==> config.mk <==
export PLATFORM = sky130hd
export DESIGN_NAME = ql_keybuf_flat
export DESIGN_NICKNAME = d
export VERILOG_FILES = /design/src/rtl/ql_kbd_pkg.sv /design/src/rtl/ql_keybuf_if.sv /design/src/rtl/ql_keymap.sv /design/src/rtl/ql_keybuf.sv /design/src/flat_wrapper.sv
export SDC_FILE = /design/constraint.sdc
export NUM_CORES = 1
export LEC_CHECK = 0
export ABC_AREA = 1
export ABC_CLOCK_PERIOD_IN_PS = 5400
export CORE_ASPECT_RATIO = 0.75
export CORE_UTILIZATION = 64
export CTS_CLUSTER_DIAMETER = 80
export DETAILED_ROUTE_END_ITERATION = 8
export PLACE_DENSITY = 0.92
export REMOVE_ABC_BUFFERS = 1
export SETUP_SLACK_MARGIN = 0.4
export SLEW_MARGIN = 15
export SYNTH_ARGS = -nofsm -noshare
export SYNTH_HDL_FRONTEND = slang
export SYNTH_SLANG_ARGS = --single-unit
==> constraint.sdc <==
create_clock -name clk_sys -period 5.4 [get_ports clk_sys]
set_input_delay 0.81 -clock clk_sys [delete_from_list [all_inputs] [get_ports clk_sys]]
set_output_delay 0.81 -clock clk_sys [all_outputs]
set_load 0.01 [all_outputs]
==> src/rtl/ql_kbd_pkg.sv <==
// Shared definitions for the QL keyboard buffer: PS/2 field positions,
// modifier scancodes, modifier bit order, FIFO entry layout, QL key codes.
package ql_kbd_pkg;

  localparam int PS2_TOGGLE  = 10;
  localparam int PS2_PRESSED = 9;
  localparam int PS2_EXT     = 8;

  localparam logic [7:0] SC_LSHIFT = 8'h12;
  localparam logic [7:0] SC_RSHIFT = 8'h59;
  localparam logic [7:0] SC_CTRL   = 8'h14;
  localparam logic [7:0] SC_ALT    = 8'h11;

  typedef enum logic [1:0] {
    MOD_SHIFT = 2'd0,
    MOD_CTRL  = 2'd1,
    MOD_ALT   = 2'd2
  } mod_bit_e;

  typedef struct packed {
    logic [2:0] mod;
    logic [5:0] code;
  } kb_entry_t;

  localparam logic [5:0] QL_K_A     = 6'd28;
  localparam logic [5:0] QL_K_ENTER = 6'd48;
  localparam logic [5:0] QL_K_LEFT  = 6'd49;
  localparam logic [5:0] QL_K_UP    = 6'd50;
  localparam logic [5:0] QL_K_ESC   = 6'd51;
  localparam logic [5:0] QL_K_RIGHT = 6'd52;
  localparam logic [5:0] QL_K_SPACE = 6'd54;
  localparam logic [5:0] QL_K_DOWN  = 6'd55;

  typedef enum logic [1:0] {
    ST_IDLE   = 2'd0,
    ST_DELAY  = 2'd1,
    ST_REPEAT = 2'd2
  } rep_state_e;

endpackage

==> src/rtl/ql_keybuf_if.sv <==
// IPC-side view of the key buffer: pop strobe in, FIFO head and status out.
// master = IPC (zx8302), slave = key buffer.
interface ql_keybuf_if #(
  parameter int DEPTH = 8
);
  logic                   rd;
  logic                   key_valid;
  logic [5:0]             key_code;
  logic [2:0]             key_mod;
  logic                   overflow;
  logic [$clog2(DEPTH):0] count;

  modport master (output rd, input key_valid, key_code, key_mod, overflow, count);
  modport slave  (input rd, output key_valid, key_code, key_mod, overflow, count);
endinterface

==> src/rtl/ql_keymap.sv <==
// Registered PS/2 set-2 to QL key code lookup; {ext, scancode} in, {hit, code} out.
module ql_keymap
  import ql_kbd_pkg::*;
(
  input  logic       clk_sys,
  input  logic       reset,
  input  logic [8:0] scan_i,
  output logic       hit_o,
  output logic [5:0] code_o
);

  logic       hit_d, hit_q;
  logic [5:0] code_d, code_q;

  // table decode; anything not listed is a miss
  always_comb begin
    hit_d  = 1'b1;
    code_d = 6'd0;
    case (scan_i)
      9'h01C:  code_d = QL_K_A;
      9'h029:  code_d = QL_K_SPACE;
      9'h05A:  code_d = QL_K_ENTER;
      9'h076:  code_d = QL_K_ESC;
      9'h16B:  code_d = QL_K_LEFT;
      9'h174:  code_d = QL_K_RIGHT;
      9'h175:  code_d = QL_K_UP;
      9'h172:  code_d = QL_K_DOWN;
      default: hit_d  = 1'b0;
    endcase
  end

  // result register
  always_ff @(posedge clk_sys) begin
    if (reset) begin
      hit_q  <= 1'b0;
      code_q <= 6'd0;
    end else begin
      hit_q  <= hit_d;
      code_q <= code_d;
    end
  end

  assign hit_o  = hit_q;
  assign code_o = code_q;

endmodule

==> src/rtl/ql_keybuf.sv <==
// PS/2 key events -> QL key codes with modifier state, queued in a
// first-word-fall-through FIFO popped by the ZX8302 IPC.
// Pipeline: detect (N) -> lookup (N+1) -> push (N+2).
// Optional autorepeat: define QL_KBD_AUTOREPEAT_EN.
module ql_keybuf
  import ql_kbd_pkg::*;
#(
  parameter int DEPTH     = 8,
  parameter int REP_DELAY = 65536,
  parameter int REP_RATE  = 6554
) (
  input  logic        clk_sys,
  input  logic        reset,
  input  logic [10:0] ps2_key,
  input  logic        tick,
  ql_keybuf_if.slave  ipc
);

  localparam int AW = $clog2(DEPTH);
  localparam int CW = AW + 1;

  logic       tog_q;
  logic       ev_det, ev_press;
  logic [8:0] ev_scan;
  logic       is_lsh, is_rsh, is_ctrl, is_alt, is_mod;
  logic       lsh_q, rsh_q, ctrl_q, alt_q;
  logic [2:0] mod_cur;

  logic       s1_vld_q, s1_press_q;
  logic [8:0] s1_scan_q;
  logic [2:0] s1_mod_q;
  logic       s2_vld_q, s2_press_q;
  logic [8:0] s2_scan_q;
  logic [2:0] s2_mod_q;
  logic       s2_hit;
  logic [5:0] s2_code;

  logic          pipe_push, push, pop, full, wr_en;
  kb_entry_t     push_entry, head;
  kb_entry_t     mem_q [DEPTH];
  logic [AW-1:0] wp_q, rp_q;
  logic [CW-1:0] count_q, count_d;
  logic          ovf_q, ovf_d;

  assign ev_det   = ps2_key[PS2_TOGGLE] ^ tog_q;
  assign ev_press = ps2_key[PS2_PRESSED];
  assign ev_scan  = ps2_key[PS2_EXT:0];
  assign is_lsh   = !ev_scan[8] && (ev_scan[7:0] == SC_LSHIFT);
  assign is_rsh   = !ev_scan[8] && (ev_scan[7:0] == SC_RSHIFT);
  assign is_ctrl  = ev_scan[7:0] == SC_CTRL;
  assign is_alt   = ev_scan[7:0] == SC_ALT;
  assign is_mod   = is_lsh | is_rsh | is_ctrl | is_alt;

  assign mod_cur[MOD_SHIFT] = lsh_q | rsh_q;
  assign mod_cur[MOD_CTRL]  = ctrl_q;
  assign mod_cur[MOD_ALT]   = alt_q;

  // toggle tracking (reloaded in reset so no event fires on exit) and modifier state
  always_ff @(posedge clk_sys) begin
    tog_q <= ps2_key[PS2_TOGGLE];
    if (reset) begin
      lsh_q  <= 1'b0;
      rsh_q  <= 1'b0;
      ctrl_q <= 1'b0;
      alt_q  <= 1'b0;
    end else if (ev_det) begin
      if (is_lsh)  lsh_q  <= ev_press;
      if (is_rsh)  rsh_q  <= ev_press;
      if (is_ctrl) ctrl_q <= ev_press;
      if (is_alt)  alt_q  <= ev_press;
    end
  end

  // detect and lookup stages; the modifier snapshot travels with the event
  always_ff @(posedge clk_sys) begin
    if (reset) begin
      s1_vld_q   <= 1'b0;
      s1_press_q <= 1'b0;
      s1_scan_q  <= 9'd0;
      s1_mod_q   <= 3'd0;
      s2_vld_q   <= 1'b0;
      s2_press_q <= 1'b0;
      s2_scan_q  <= 9'd0;
      s2_mod_q   <= 3'd0;
    end else begin
      s1_vld_q   <= ev_det & ~is_mod;
      s1_press_q <= ev_press;
      s1_scan_q  <= ev_scan;
      s1_mod_q   <= mod_cur;
      s2_vld_q   <= s1_vld_q;
      s2_press_q <= s1_press_q;
      s2_scan_q  <= s1_scan_q;
      s2_mod_q   <= s1_mod_q;
    end
  end

  ql_keymap u_keymap (
    .clk_sys (clk_sys),
    .reset   (reset),
    .scan_i  (s1_scan_q),
    .hit_o   (s2_hit),
    .code_o  (s2_code)
  );

  assign pipe_push = s2_vld_q & s2_press_q & s2_hit;

`ifdef QL_KBD_AUTOREPEAT_EN
  rep_state_e st_q, st_d;
  logic [16:0] cnt_q, cnt_val;
  logic [8:0]  rep_scan_q;
  logic [5:0]  rep_code_q;
  logic        stored_rel, expire, rep_fire, cnt_load, rep_push;

  assign stored_rel = s2_vld_q & ~s2_press_q & (s2_scan_q == rep_scan_q);
  assign expire     = tick & (cnt_q <= 17'd1);

  // repeat state register
  always_ff @(posedge clk_sys) begin
    if (reset) st_q <= ST_IDLE;
    else       st_q <= st_d;
  end

  // a fresh press always wins; release only matters for the held key
  always_comb begin
    st_d = st_q;
    if (pipe_push)                             st_d = ST_DELAY;
    else if (stored_rel && st_q != ST_IDLE)    st_d = ST_IDLE;
    else if (st_q != ST_IDLE && expire)        st_d = ST_REPEAT;
  end

  // counter load and repeat request
  always_comb begin
    rep_fire = 1'b0;
    cnt_load = 1'b0;
    cnt_val  = 17'd0;
    if (pipe_push) begin
      cnt_load = 1'b1;
      cnt_val  = 17'(REP_DELAY);
    end else if (!stored_rel && st_q != ST_IDLE && expire) begin
      rep_fire = 1'b1;
      cnt_load = 1'b1;
      cnt_val  = 17'(REP_RATE);
    end
  end

  // a repeat only goes in when the IPC has drained the queue
  assign rep_push = rep_fire & (count_q == '0) & ~pipe_push;

  // tick down-counter and held-key capture
  always_ff @(posedge clk_sys) begin
    if (reset) begin
      cnt_q      <= 17'd0;
      rep_scan_q <= 9'd0;
      rep_code_q <= 6'd0;
    end else begin
      if (cnt_load) cnt_q <= cnt_val;
      else if (tick && st_q != ST_IDLE && cnt_q != 17'd0) cnt_q <= cnt_q - 17'd1;
      if (pipe_push) begin
        rep_scan_q <= s2_scan_q;
        rep_code_q <= s2_code;
      end
    end
  end

  // pipeline entry has priority over a repeat
  always_comb begin
    push       = pipe_push | rep_push;
    push_entry = pipe_push ? kb_entry_t'{mod: s2_mod_q, code: s2_code}
                           : kb_entry_t'{mod: mod_cur, code: rep_code_q};
  end
`else
  localparam int unused_rep = REP_DELAY + REP_RATE;
  logic unused_sig;
  assign unused_sig = ^{tick, s2_scan_q};

  // pipeline is the only source of entries
  always_comb begin
    push       = pipe_push;
    push_entry = kb_entry_t'{mod: s2_mod_q, code: s2_code};
  end
`endif

  assign full  = count_q == CW'(DEPTH);
  assign pop   = ipc.rd & (count_q != '0);
  assign wr_en = push & (~full | pop);

  // occupancy and sticky overflow; overflow drops once a pop empties the queue
  always_comb begin
    count_d = count_q;
    if (wr_en && !pop)      count_d = count_q + CW'(1);
    else if (pop && !wr_en) count_d = count_q - CW'(1);
    ovf_d = ovf_q;
    if (push && full && !pop)                        ovf_d = 1'b1;
    else if (pop && !wr_en && count_q == CW'(1))     ovf_d = 1'b0;
  end

  // storage and pointers; when full with a pop, the write lands in the freed head slot
  always_ff @(posedge clk_sys) begin
    if (reset) begin
      for (int i = 0; i < DEPTH; i++) mem_q[i] <= '0;
      wp_q    <= '0;
      rp_q    <= '0;
      count_q <= '0;
      ovf_q   <= 1'b0;
    end else begin
      if (wr_en) begin
        mem_q[wp_q] <= push_entry;
        wp_q        <= wp_q + AW'(1);
      end
      if (pop) rp_q <= rp_q + AW'(1);
      count_q <= count_d;
      ovf_q   <= ovf_d;
    end
  end

  assign head          = mem_q[rp_q];
  assign ipc.key_valid = count_q != '0;
  assign ipc.key_code  = head.code;
  assign ipc.key_mod   = head.mod;
  assign ipc.overflow  = ovf_q;
  assign ipc.count     = count_q;

endmodule

==> src/flat_wrapper.sv <==
// flat-port wrapper written by rule: the top's interface ports become plain ports
module ql_keybuf_flat import ql_kbd_pkg::*;
#(
  parameter int DEPTH     = 8,
  parameter int REP_DELAY = 65536,
  parameter int REP_RATE  = 6554
)
  (clk_sys, reset, ps2_key, tick, ipc_rd, ipc_key_valid, ipc_key_code, ipc_key_mod, ipc_overflow, ipc_count);
  ql_keybuf_if #(.DEPTH(DEPTH)) ipc_i ();
  input  logic clk_sys;
  input  logic reset;
  input  logic [10:0] ps2_key;
  input  logic tick;
  input wire logic [$bits(ipc_i.rd)-1:0] ipc_rd;
  output wire logic [$bits(ipc_i.key_valid)-1:0] ipc_key_valid;
  output wire logic [$bits(ipc_i.key_code)-1:0] ipc_key_code;
  output wire logic [$bits(ipc_i.key_mod)-1:0] ipc_key_mod;
  output wire logic [$bits(ipc_i.overflow)-1:0] ipc_overflow;
  output wire logic [$bits(ipc_i.count)-1:0] ipc_count;
  assign ipc_i.rd = ipc_rd;
  assign ipc_key_valid = ipc_i.key_valid;
  assign ipc_key_code = ipc_i.key_code;
  assign ipc_key_mod = ipc_i.key_mod;
  assign ipc_overflow = ipc_i.overflow;
  assign ipc_count = ipc_i.count;
  ql_keybuf #(.DEPTH(DEPTH), .REP_DELAY(REP_DELAY), .REP_RATE(REP_RATE)) u_core (.clk_sys(clk_sys), .reset(reset), .ps2_key(ps2_key), .tick(tick), .ipc(ipc_i));
endmodule
Word-level counts from Yosys, hierarchy flattened
Memory sizes are Yosys's and may differ from the RTL's. A register that Yosys moved wholly into a read port is not among the register bits.
Index checks and enable logic that the tools add are counted.
W data, S select, Z words.
{"block": "op_classes", "n_reduce_logical": 19, "n_eq_ne": 14, "muxes": 16, "add_sub_neg": 4, "bitwise": 13}
{"op": "$pmux W6 S8", "count": 1}
{"op": "$eq A9 B9 Y1 const B", "count": 4}
{"op": "$eq A8 B5 Y1 const B", "count": 3}
{"op": "$eq A9 B7 Y1 const B", "count": 2}
{"op": "$eq A9 B5 Y1 const B", "count": 1}
{"op": "$eq A9 B6 Y1 const B", "count": 1}
{"op": "$mux W1", "count": 9}
{"op": "$mux W3", "count": 3}
{"op": "$mux W9", "count": 1}
{"op": "$reduce_or A9 Y1", "count": 1}
{"op": "$eq A8 B7 Y1 const B", "count": 1}
{"op": "$mux W4", "count": 2}
{"op": "$reduce_and A2 Y1", "count": 4}
{"op": "$reduce_or A8 Y1", "count": 1}
{"op": "$logic_and A1 B1 Y1", "count": 7}
{"op": "$add A3 B1 Y3 const B", "count": 2}
{"op": "$and A1 B1 Y1", "count": 5}
{"op": "$or A1 B1 Y1", "count": 5}
{"op": "$add A4 B1 Y4 const B", "count": 1}
{"op": "$eq A4 B1 Y1 const B", "count": 1}
{"op": "$eq A4 B4 Y1 const B", "count": 1}
{"op": "$reduce_bool A2 Y1", "count": 2}
{"op": "$reduce_bool A4 Y1", "count": 1}
{"op": "$sub A4 B1 Y4 const B", "count": 1}
{"op": "3 further kinds", "count": 6}
{"block": "word_totals", "reg_bits": 42, "ramBits": 72, "inputBits": 15, "mem_count": 1}
{"name": "u_core.mem_q", "depth": 8, "word_bits": 9, "rd": 1, "rd_ports_with_merged_regs": 1, "write_ports": 8, "line": "ql_keybuf.sv:40", "text": "kb_entry_t mem_q [DEPTH];"}

Depth between registers and ports, before layout
Gate-level depths: netlist of the first run.
{"block": "logic_depth", "word_depth": 9, "depth_mapped": 11}

Hierarchy
A second synthesis of the first run with hierarchy kept.
{"block": "hier_totals", "hier_cells": 610, "hier_area_um2": 5715.5}
{"mod": "ql_keybuf", "seq_area_each_um2": 2922.8, "instances": 1, "cells_per_inst": 535, "area_per_inst_um2": 5246.3}
{"mod": "ql_keymap", "seq_area_each_um2": 140.1, "instances": 1, "cells_per_inst": 75, "area_per_inst_um2": 469.2}

Least setup slack after synthesis of the first run
No wires, ideal clock.
{"block": "synth_path", "path_type": "input to register", "start": "input ipc_rd", "end": "memory u_core.mem_q[3][0] in the netlist's numbering (enable)", "n_path_buf": 0, "setup_time_ns": 0.376, "stages": 6, "path_slack_ns": 3.222, "arrival_time_ns": 1.802, "path_cell_list": "nor2_2 nand3_2 nand2_4 nor2_8 nand2_2 o21ai_1"}
{"item": "start: declaration", "line": "flat_wrapper.sv:14", "text": "input wire logic [$bits(ipc_i.rd)-1:0] ipc_rd;"}
{"item": "end: declaration", "line": "ql_keybuf.sv:40"}

==> reports/qor.csv, run 1 <==
stage,metric,value,unit
timing,clock.fmax,271,MHz
timing,tns,0,ns
yosys,synth_cell_types,30,
timing,hold_violations,0,
clock_tree,worstSkewPairLatency,0.52,ns
timing,clock_skew,0.00643,ns
yosys,syn_inst,575,
yosys,ys.flop_type,edfxtp_1,
placement,placed_area,5510,um^2
routing,drc,0,
final_layout,multiInputGateArea,1780,um^2
final_layout,layout-drive-gt1-share,7.74,%
yosys,synth_edf_count,72,
placement,preCtsSetupSlack,2.19,ns
routing,drt-initial-drc-count,489,
final_layout,fillCellCount,405,
clock_tree,clk_path_buf_depth,2,
routing,via_count,4272,
pwr,sw_frac_of_total,31.1,%
timing,setup_viol,0,
yosys,syn_area,5170,um^2
critical_path,end_kind,primary output,
yosys,synth-async-reset-ratio,0,%
placement,place.port_buffers,28,
floorplanning,pin_count,30,
clock_tree,cts_buffers,17,
yosys,synth_top_area_share,41.8,%
clock_tree,cts_tree,done,
global_routing,overflow,0,
final_layout,syn_to_final_growth,17.7,%
routing,wl_per_cell,18.1,um
clock_tree,cts_sinks,117,
timing,maxSlewViolCount,0,
final_layout,antenna_cells,0,
routing,antenna_left,0,
pwr,ir_worst_vdd,0.253,mV
placement,place_congestion,0.896,
yosys,ys_top_cells_by_area,"edfxtp_1, dfxtp_1, nor2_1",
floorplanning,start_util,68.3,%
critical_path,path_max_fanout,19,
yosys,yosys_register_bits,117,
run,cap_violations,0,
pwr,share_comb_of_total_power,23.8,%
outcome,status,completed,
pwr,clkPwrFrac,38.5,%
global_routing,grt_max_degree,38,
routing,firstDrtPassIters,5,
yosys,syn_avg_cell_area,8.99,um^2
timing,rsz0062_at_grt,false,
global_routing,antenna_found_initial,0,
critical_path,cp-start-kind,flop,
final_layout,nNetsFinal,630,
clock_tree,clk_pin_slew,0.06,ns
yosys,synth_most_common_cell,nor2_1,
timing,layout_setup_ws,1.71,ns
clock_tree,post_cts_resize_count,0,
clock_tree,postCtsHoldBufs,0,
routing,via_per_inst,5.93,
timing,maxSlewHeadroom,39.3,%
clock_tree,h-tree-depth,4,
timing,fin_crit,3.69,ns
min_path,holdCritPathClass,flop to flop,
pwr,leakage,2.35,nW
floorplanning,core_area,7570,um^2
clock_tree,post_cts_buffers,0,
global_routing,grt_usage,33.0,%
critical_path,worstSetupPathType,flop to primary output,
pwr,netSwitchingPower,0.882,mW
critical_path,required,4.59,ns
timing,period_share,68.3,%
timing,tightest_slew,0.905,ns
yosys,yosysWarnings,0,
final_layout,utilization,80.4,%
pwr,seq_power_share,37.8,%
global_routing,grt_pass1_vias,4100,
critical_path,arrival,2.88,ns
pwr,powerDensity,466,nW/um^2
floorplanning,die_h,79.8,um
global_routing,grt_pass1_wl,20.5,mm
yosys,yosysTopAreaCell,edfxtp_1,
floorplanning,row_count,27,
final_layout,final_area,6080,um^2
floorplanning,die-area,8440,um^2
pwr,intPower,1.95,mW
yosys,yosys-top-cells-count,"nor2_1, edfxtp_1, nand2_1",
placement,hpwl,7.77,mm
floorplanning,die_w,106,um
yosys,synth_seq_area_share,59.2,%
clock_tree,cts_root_buffer,clkbuf_8,
routing,wirelength,13.0,mm
final_layout,regArea,3060,um^2
[through the flow]
stage               hold WS [ns]  power, mW  instances
CTS                        0.403       2.81        721
global route               0.407       2.93        721
detailed placement         0.397       1.72        689
floorplan                  0.388       1.42        557
global placement           0.392       1.68        689
finish                     0.404       2.83        721
[state kept, by name (all words and copies together) (netlist names), 3 cells and up, named ones only]
signal and flops:
u_core.s1_mod_q 3, u_core.s1_scan_q 9, u_core.u_keymap.code_o 6, u_core.wp_q 3, u_core.mem_q 72, u_core.rp_q 3
u_core.s2_mod_q 3, u_core.ipc.count 4
[path summary, 6_finish.rpt]
| path | end | depth (start not counted) | from | slack, ns |
|---|---|---|---|---|
| worst max-delay path | ipc_key_mod[2] | 5 | flop | 1.71 |
| worst min-delay path | u_core.s2_mod_q[0]$_SDFF_PP0_ | 2 | u_core.s1_mod_q[0]$_SDFF_PP0_ | 0.40 |
| worst max register to register | u_core.mem_q[3][8]$_SDFFCE_PN0P_ | 7 | u_core.ipc.count[0]$_SDFFE_PP0P_ | 2.90 |
| worst min register to register | u_core.s2_mod_q[0]$_SDFF_PP0_ | 2 | u_core.s1_mod_q[0]$_SDFF_PP0_ | 0.40 |
[power by group through the flow]
stage,clock network (mW),logic (mW),registers (mW)
final,1.09,0.673,1.07
after global routing,1.13,0.722,1.08
after CTS,1.08,0.657,1.07
after detailed placement,0,0.632,1.08
after global placement,0,0.603,1.08
after floorplan,0,0.324,1.09
[cell type report]
cell class / count / area share [%]
Inverter: 60 / 3.78
Sequential cell: 117 / 50.3
Tap cell: 101 / 2.08
Timing Repair Buffer: 31 / 4.98
Clock inverter: 10 / 1.48
Clock buffer: 22 / 8.04
Multi-Input combinational cell: 380 / 29.3
[cells by family after synthesis]
kind of cell,count (synthesis),synth area share [%]
flip-flops,117,59.2
XOR/XNOR,2,0.339
buffers and inverters,78,6.27
AO/OA/AOI/OAI,87,8.74
adder cells (fa/ha/maj),8,1.94
AND/OR/NAND/NOR,283,23.5
[per-layer routing]
layer,share of wire (%),vias up,global-route usage [%]
li1,-,1974,-
met1,37,1925,38.7
met3,12,60,10.8
met2,48,313,55.3
met5,0,-,0
met4,3.6,0,16.1
[critical path: stages, from the launching register on]
cell	delay, ns
dfxtp_1	0.80
inv_2	0.33
nor2_1	0.20
o21ai_0	0.16
a31oi_1	0.28
clkdlybuf4s50_1	0.58
[cells in the final DEF (no fill, tap or decap), types with 2 or more instances in the layout]
master,instances
buf_4,3
a31oi_1,11
nor2_2,2
nand4_1,5
clkinv_2,2
a21oi_1,26
clkinv_4,2
inv_1,54
clkbuf_8,2
nor2_1,145
nand3_1,14
and3_1,2
clkinv_1,4
edfxtp_1,72
nand2_1,71
o21ai_0,46
clkdlybuf4s50_1,28
clkbuf_16,18
inv_4,4
dfxtp_1,45
o21ai_1,3
nor3_1,34
nand3_2,6
ha_1,8
Power figures use the tool's default switching activity.
==> run 2: changes to the inputs <==
--- a/config.mk
+++ b/config.mk
@@ -6,12 +6,12 @@
 export NUM_CORES = 1
 export LEC_CHECK = 0
 export ABC_AREA = 1
-export ABC_CLOCK_PERIOD_IN_PS = 5400
+export ABC_CLOCK_PERIOD_IN_PS = 3200
 export CORE_ASPECT_RATIO = 0.75
-export CORE_UTILIZATION = 64
+export CORE_UTILIZATION = 53
 export CTS_CLUSTER_DIAMETER = 80
 export DETAILED_ROUTE_END_ITERATION = 8
-export PLACE_DENSITY = 0.92
+export PLACE_DENSITY = 0.82
 export REMOVE_ABC_BUFFERS = 1
 export SETUP_SLACK_MARGIN = 0.4
 export SLEW_MARGIN = 15
==> constraint.sdc (replaced) <==
create_clock -name clk_sys -period 3.2 [get_ports clk_sys]
set_input_delay 0.48 -clock clk_sys [delete_from_list [all_inputs] [get_ports clk_sys]]
set_output_delay 0.48 -clock clk_sys [all_outputs]
set_load 0.01 [all_outputs]
==> run 2 against run 1 <==
Compared with the run above:
- first-iteration DRC count is 12% lower
- power is 66% higher
- largest power group is now sequential cells
- design area is 1.1% higher
- critical path depth is 1 higher
==> reports/qor.csv, run 2 (same netlist as run 1, synthesis figures left out) <==
stage,metric,value,unit,change
routing,firstDrtPassIters,5,,unchanged
placement,dpl.cell_count,720,,+4.5%
critical_path,regToRegStartpoint,u_core.ipc.count[0]$_SDFFE_PP0P_,,
pwr,powerDensity,764,nW/um^2,+64%
global_routing,grt_usage,25.5,%,-7.5 points
critical_path,end_kind,primary output,,
floorplanning,row_count,30,,+11%
placement,place.port_buffers,28,,unchanged
placement,hpwl,7.98,mm,+2.7%
run,cap_violations,0,,unchanged
timing,maxSlewHeadroom,21.9,%,-17 points
routing,wirelength,12.0,mm,-8.0%
outcome,status,completed,,
clock_tree,clk_path_buf_depth,2,,unchanged
critical_path,worstSetupPathType,flop to primary output,,
global_routing,grt_max_degree,37,,-2.6%
routing,via_per_inst,5.58,,-5.8%
clock_tree,cts_sinks,117,,unchanged
global_routing,grt_pass1_vias,3867,,-5.7%
final_layout,final_common_cell,nor2_1,,
final_layout,final_cell_mix,"nor2_1, edfxtp_1, nand2_1",,
timing,period_share,84.3,%,
critical_path,ff2ff_setup_slack,0.87,ns,-2.03 ns
timing,hold_violations,0,,unchanged
final_layout,regMostFlops,u_core.mem_q,,
critical_path,arrival,2.22,ns,-0.66 ns
final_layout,stdcell_count,753,,+4.4%
clock_tree,cts_tree,done,,
global_routing,antenna_found_initial,0,,unchanged
timing,maxSlewViolCount,0,,unchanged
routing,drt-initial-drc-count,428,,-12%
final_layout,layout-drive-gt1-share,8.96,%,+1.2 points
clock_tree,cts_buffers,17,,unchanged
floorplanning,die-area,10200,um^2,+20%
final_layout,nNetsFinal,635,,+0.79%
floorplanning,core_area,9270,um^2,+23%
clock_tree,h-tree-depth,4,,unchanged
global_routing,grt_pass1_wl,18.9,mm,-8.1%
floorplanning,start_util,55.8,%,-13 points
clock_tree,cts_root_buffer,clkbuf_16,,
clock_tree,worstSkewPairLatency,0.41,ns,-0.11 ns
critical_path,worst_path_largest_cell_delay,0.58,ns,-0.22 ns
timing,clock.fmax,371,MHz,
timing,rsz0062_at_grt,true,,
timing,clock_skew,0.00486,ns,-0.00157 ns
timing,setup_viol,0,,unchanged
critical_path,slowest_stage,clkdlybuf4s50_1,,
pwr,ir_worst_vdd,0.402,mV,+59%
critical_path,cp_common_cell,o21ai_0,,
routing,wl_per_cell,15.9,um,-12%
critical_path,cp-start-kind,flop,,
floorplanning,die_h,87.5,um,+9.6%
global_routing,overflow,0,,unchanged
critical_path,worstPathCellList,buf_4 -> o21ai_0 -> o21ai_0 -> a21oi_1 -> a31oi_1 -> clkdlybuf4s50_1,,
critical_path,crit_path_end,ipc_key_code[0],,
critical_path,required,2.72,ns,-1.87 ns
floorplanning,pin_count,30,,unchanged
critical_path,path_max_fanout,13,,-6
clock_tree,clk_pin_slew,0.05,ns,about the same
critical_path,r2r_end,u_core.mem_q[1][8]$_SDFFCE_PN0P_,,
timing,tns,0,ns,unchanged
routing,via_count,4205,,-1.6%
clock_tree,postCtsHoldBufs,0,,unchanged
critical_path,rr_worst_depth,5,,-2
routing,drc,0,,unchanged
min_path,holdCritPathClass,flop to flop,,
floorplanning,die_w,116,um,+9.7%
timing,tightest_slew,1.16,ns,+0.254 ns
routing,antenna_left,0,,unchanged
pwr,leakage,2.35,nW,-0.17%
final_layout,largest_reg_flops,72,,unchanged
placement,place_congestion,0.952,,+6.3%
timing,fin_crit,2.70,ns,
final_layout,antenna_cells,0,,unchanged
final_layout,syn_to_final_growth,19.0,%,
[run 2: cell type report]
class,instances,area [um^2]
Clock buffer,17,425
Clock inverter,15,116
Sequential cell,117,3070
Timing Repair Buffer,36,370
Multi-Input combinational cell,380,1780
Tap cell,128,160
Inverter,60,233
Fill cell,720,3120
[run 2: layer usage]
metal	global-route usage, %	vias to the layer above	part of all wire [%]
li1	-	1990	-
met1	32.0	1975	41
met2	43.2	212	49
met3	5.61	28	8.0
met4	10.8	0	2.7
met5	0	-	0
[run 2: repair_timing]
| item | CTS | global route |
|---|---|---|
| setup buffers | 0 | 0 |
| gates resized for setup | 2 | 7 |
| setup endpoints to repair | 9 | 9 |
| gates cloned | 0 | 1 |
[run 2: how the worst min path moves through the flow]
stage	start	end	cells past startpoint
after floorplan	u_core.s1_mod_q[0]$_SDFF_PP0_	u_core.s2_mod_q[0]$_SDFF_PP0_	2
final	u_core.s1_mod_q[2]$_SDFF_PP0_	u_core.s2_mod_q[2]$_SDFF_PP0_	2
after CTS	u_core.s1_mod_q[2]$_SDFF_PP0_	u_core.s2_mod_q[2]$_SDFF_PP0_	2
after detailed placement	u_core.s1_mod_q[2]$_SDFF_PP0_	u_core.s2_mod_q[2]$_SDFF_PP0_	2
after global placement	u_core.s1_vld_q$_SDFF_PP0_	u_core.s2_vld_q$_SDFF_PP0_	2
after global routing	u_core.s1_vld_q$_SDFF_PP0_	u_core.s2_vld_q$_SDFF_PP0_	2
[run 2: power breakdown]
group	total [mW]	switching (mW)	internal (mW)
combinational	1.19	0.679	0.508
clock	1.72	0.669	1.05
sequential	1.79	0.0976	1.70
[run 2: worst max-delay path, delay by kind of cell, from the launching register on]
kind                   cells  cell delay (ns)
AOI/OAI and AO/OA          4             0.62
buffers and inverters      2             0.80
DFF                        1             0.39
[run 2: per-stage QoR]
step	util (%)	instance area, um^2	hold slack (ns)	total power [mW]	worst slack [ns]
floorplan	-	5080	0.388	2.39	0.676
global placement	60.1	5570	0.390	2.87	0.613
detailed placement	60.1	5570	0.393	2.92	0.609
CTS	66.0	6120	0.400	4.63	0.410
global route	66.4	6150	0.420	4.89	0.397
finish	66.4	6150	0.399	4.70	0.502
==> run 3: changes to the inputs <==
--- a/config.mk
+++ b/config.mk
@@ -6,12 +6,12 @@
 export NUM_CORES = 1
 export LEC_CHECK = 0
 export ABC_AREA = 1
-export ABC_CLOCK_PERIOD_IN_PS = 3200
+export ABC_CLOCK_PERIOD_IN_PS = 2700
 export CORE_ASPECT_RATIO = 0.75
-export CORE_UTILIZATION = 53
+export CORE_UTILIZATION = 59
 export CTS_CLUSTER_DIAMETER = 80
 export DETAILED_ROUTE_END_ITERATION = 8
-export PLACE_DENSITY = 0.82
+export PLACE_DENSITY = 0.86
 export REMOVE_ABC_BUFFERS = 1
 export SETUP_SLACK_MARGIN = 0.4
 export SLEW_MARGIN = 15
==> constraint.sdc (replaced) <==
create_clock -name clk_sys -period 2.7 [get_ports clk_sys]
set_input_delay 0.405 -clock clk_sys [delete_from_list [all_inputs] [get_ports clk_sys]]
set_output_delay 0.405 -clock clk_sys [all_outputs]
set_load 0.01 [all_outputs]
==> run 3 against run 2 <==
Compared with the run above:
- flip-flop and latch count unchanged
- wire length increased by 15%
- worst setup slack got worse by 0.22 ns
- sequential power rose by 20%
- via count rose by 6.4%
- worst hold slack better by 0.016 ns
- die area shrank 10%
- combinational power increased by 25%
- critical path type unchanged
- critical endpoint is now ipc_key_code[2]
==> reports/qor.csv, run 3 (same netlist as run 1, synthesis figures left out) <==
stage,metric,value,unit,change
outcome,status,completed,,
placement,place.port_buffers,28,,unchanged
final_layout,stdcell_count,736,,-2.3%
critical_path,arrival,2.02,ns,-0.20 ns
timing,rsz0062_at_grt,true,,
timing,layout_setup_ws,0.277,ns,-0.225 ns
final_layout,nNetsFinal,638,,+0.47%
timing,clock_skew,0.00961,ns,+0.00476 ns
min_path,holdPathStages,2,,unchanged
critical_path,worstSetupPathType,flop to primary output,,
clock_tree,cts_sinks,117,,unchanged
placement,place_congestion,0.865,,-9.1%
timing,setup_viol,0,,unchanged
critical_path,end_kind,primary output,,
timing,period_share,89.7,%,
routing,firstDrtPassIters,5,,unchanged
timing,tightest_slew,0.894,ns,-0.265 ns
final_layout,regMostFlops,u_core.mem_q,,
global_routing,overflow,0,,unchanged
critical_path,rr_worst_depth,10,,+5
final_layout,fillCellCount,515,,-28%
min_path,holdCritStartpoint,u_core.s1_mod_q[0]$_SDFF_PP0_,,
placement,hpwl,7.85,mm,-1.6%
run,cap_violations,0,,unchanged
critical_path,ff2ff_setup_slack,0.49,ns,-0.38 ns
clock_tree,clk_pin_slew,0.06,ns,about the same
min_path,holdCritPathClass,flop to flop,,
critical_path,worstPathCellList,clkinvlp_4 -> buf_4 -> clkbuf_16 -> nand2_1 -> nand2_1 -> a21oi_2 -> a31oi_1 -> dlygate4sd2_1,,
timing,tns,0,ns,unchanged
min_path,min_to,u_core.s2_mod_q[0]$_SDFF_PP0_,,
critical_path,worst_path_largest_cell_delay,0.40,ns,-0.18 ns
global_routing,grt_usage,31.6,%,+6.1 points
timing,clock.fmax,413,MHz,
pwr,finalPower,5.92,mW,+26%
final_layout,antenna_cells,0,,unchanged
routing,via_per_inst,6.08,,+8.9%
placement,preCtsSetupSlack,0.108,ns,-0.501 ns
clock_tree,clk_path_buf_depth,2,,unchanged
floorplanning,die_h,83.1,um,-5.1%
floorplanning,pin_count,30,,unchanged
floorplanning,core_area,8490,um^2,-8.4%
critical_path,r2r_end,u_core.ipc.count[3]$_SDFFE_PP0P_,,
routing,via_count,4475,,+6.4%
critical_path,regToRegStartpoint,u_core.ipc.count[1]$_SDFFE_PP0P_,,
final_layout,syn_to_final_growth,21.1,%,
timing,fin_crit,2.42,ns,
routing,wirelength,13.8,mm,+15%
clock_tree,worstSkewPairLatency,0.41,ns,about the same
clock_tree,cts_buffers,17,,unchanged
placement,dpl.cell_count,701,,-2.6%
final_layout,layout-drive-gt1-share,10.7,%,+1.7 points
final_layout,final_cell_mix,"nor2_1, edfxtp_1, nand2_1",,
critical_path,slowest_stage,dfxtp_4,,
routing,wl_per_cell,18.8,um,+18%
floorplanning,die-area,9150,um^2,-10%
routing,antenna_left,0,,unchanged
timing,hold_violations,0,,unchanged
global_routing,grt_max_degree,37,,unchanged
timing,maxSlewViolCount,0,,unchanged
final_layout,largest_reg_flops,72,,unchanged
pwr,ir_worst_vdd,0.519,mV,+29%
critical_path,cp-start-kind,flop,,
floorplanning,row_count,29,,-3.3%
timing,maxSlewHeadroom,40.0,%,+18 points
clock_tree,cts_tree,done,,
floorplanning,die_w,110,um,-5.1%
final_layout,final_common_cell,nor2_1,,
global_routing,antenna_found_initial,0,,unchanged
critical_path,path_max_fanout,18,,+5
global_routing,grt_pass1_vias,4296,,+11%
clock_tree,cts_root_buffer,clkbuf_16,,
critical_path,required,2.30,ns,-0.42 ns
floorplanning,start_util,60.9,%,+5.1 points
pwr,leakage,2.43,nW,+3.7%
routing,drt-initial-drc-count,526,,+23%
critical_path,cp_common_cell,nand2_1,,
pwr,powerDensity,946,nW/um^2,+24%
clock_tree,h-tree-depth,4,,unchanged
global_routing,grt_pass1_wl,21.1,mm,+12%
routing,drc,0,,unchanged
==> run 3: cell count changes in the layout (fill, tap and decap cells not counted), moves of 2 or more <==
cell             delta
a21oi_1             -4
a21oi_2             +4
bufinv_16           +3
clkbuf_1            +3
clkbuf_2            +2
clkdlybuf4s50_1     -9
clkinvlp_4          -6
dlygate4sd2_1       +6
nand2_1             -3
nand2_2             +3
o21ai_0             -6
o21ai_1             +6
==> run 3: metrics by stage <==
step | utilization [%] | hold WS [ns] | cell area, um^2
after detailed placement | 65.4 | 0.399 | 5550
final | 73.7 | 0.415 | 6260
after floorplan | - | 0.388 | 5080
after CTS | 73.2 | 0.415 | 6220
after global routing | 73.7 | 0.435 | 6260
after global placement | 65.4 | 0.393 | 5550
==> run 3: area by class of cell <==
cell class                 instances  area (um^2)  area share (%)
multi-input combinational        380         1810            28.9
inverter                          60          238            3.80
clock inverter                    12          160            2.56
clock buffer                      20          437            6.98
timing repair buffer              39          413            6.60
tap                              108          135            2.16
sequential                       117         3070            49.0
==> run 3: metal layers <==
layer / vias up / global-route usage [%] / part of all wire, %
met5: - / 0 / 0
met4: 0 / 17.2 / 4.0
met3: 59 / 8.71 / 10
met2: 308 / 49.0 / 48
met1: 2117 / 40.0 / 38
li1: 1991 / - / -
==> run 3: worst max-delay path by stage <==
stage / end / slack [ns] / depth (start not counted)
after floorplan: ipc_key_code[0] / 0.25 / 5
after global placement: u_core.mem_q[1][1]$_SDFFCE_PN0P_ / 0.24 / 5
after detailed placement: u_core.mem_q[5][8]$_SDFFCE_PN0P_ / 0.11 / 5
after CTS: ipc_key_code[3] / 0.37 / 7
after global routing: ipc_key_code[2] / 0.26 / 6
final: ipc_key_code[2] / 0.28 / 8
==> run 3: critical path, delay by kind of cell, from the launching register on <==
kind / cells / cell delay (ns)
buffers and inverters: 4 / 0.78
AND/OR/NAND/NOR: 2 / 0.14
flip-flops: 1 / 0.40
AO/OA/AOI/OAI: 2 / 0.27
==> run 3: where the power goes <==
part           internal, mW  switching [mW]  leakage [nW]
Combinational         0.610           0.877          1.03
Sequential             2.02           0.129          1.11
Clock                  1.53           0.766         0.294
Total                  4.15            1.77          2.43
==> run 3: what timing repair did <==
action                                  4_1_cts  5_1_grt
endpoints found under the setup margin       27       48
resized for setup                            27       19
hold buffers                                  0        0
hold endpoints to repair                      0        0
setup buffers                                 0        1
cloned                                        1        1
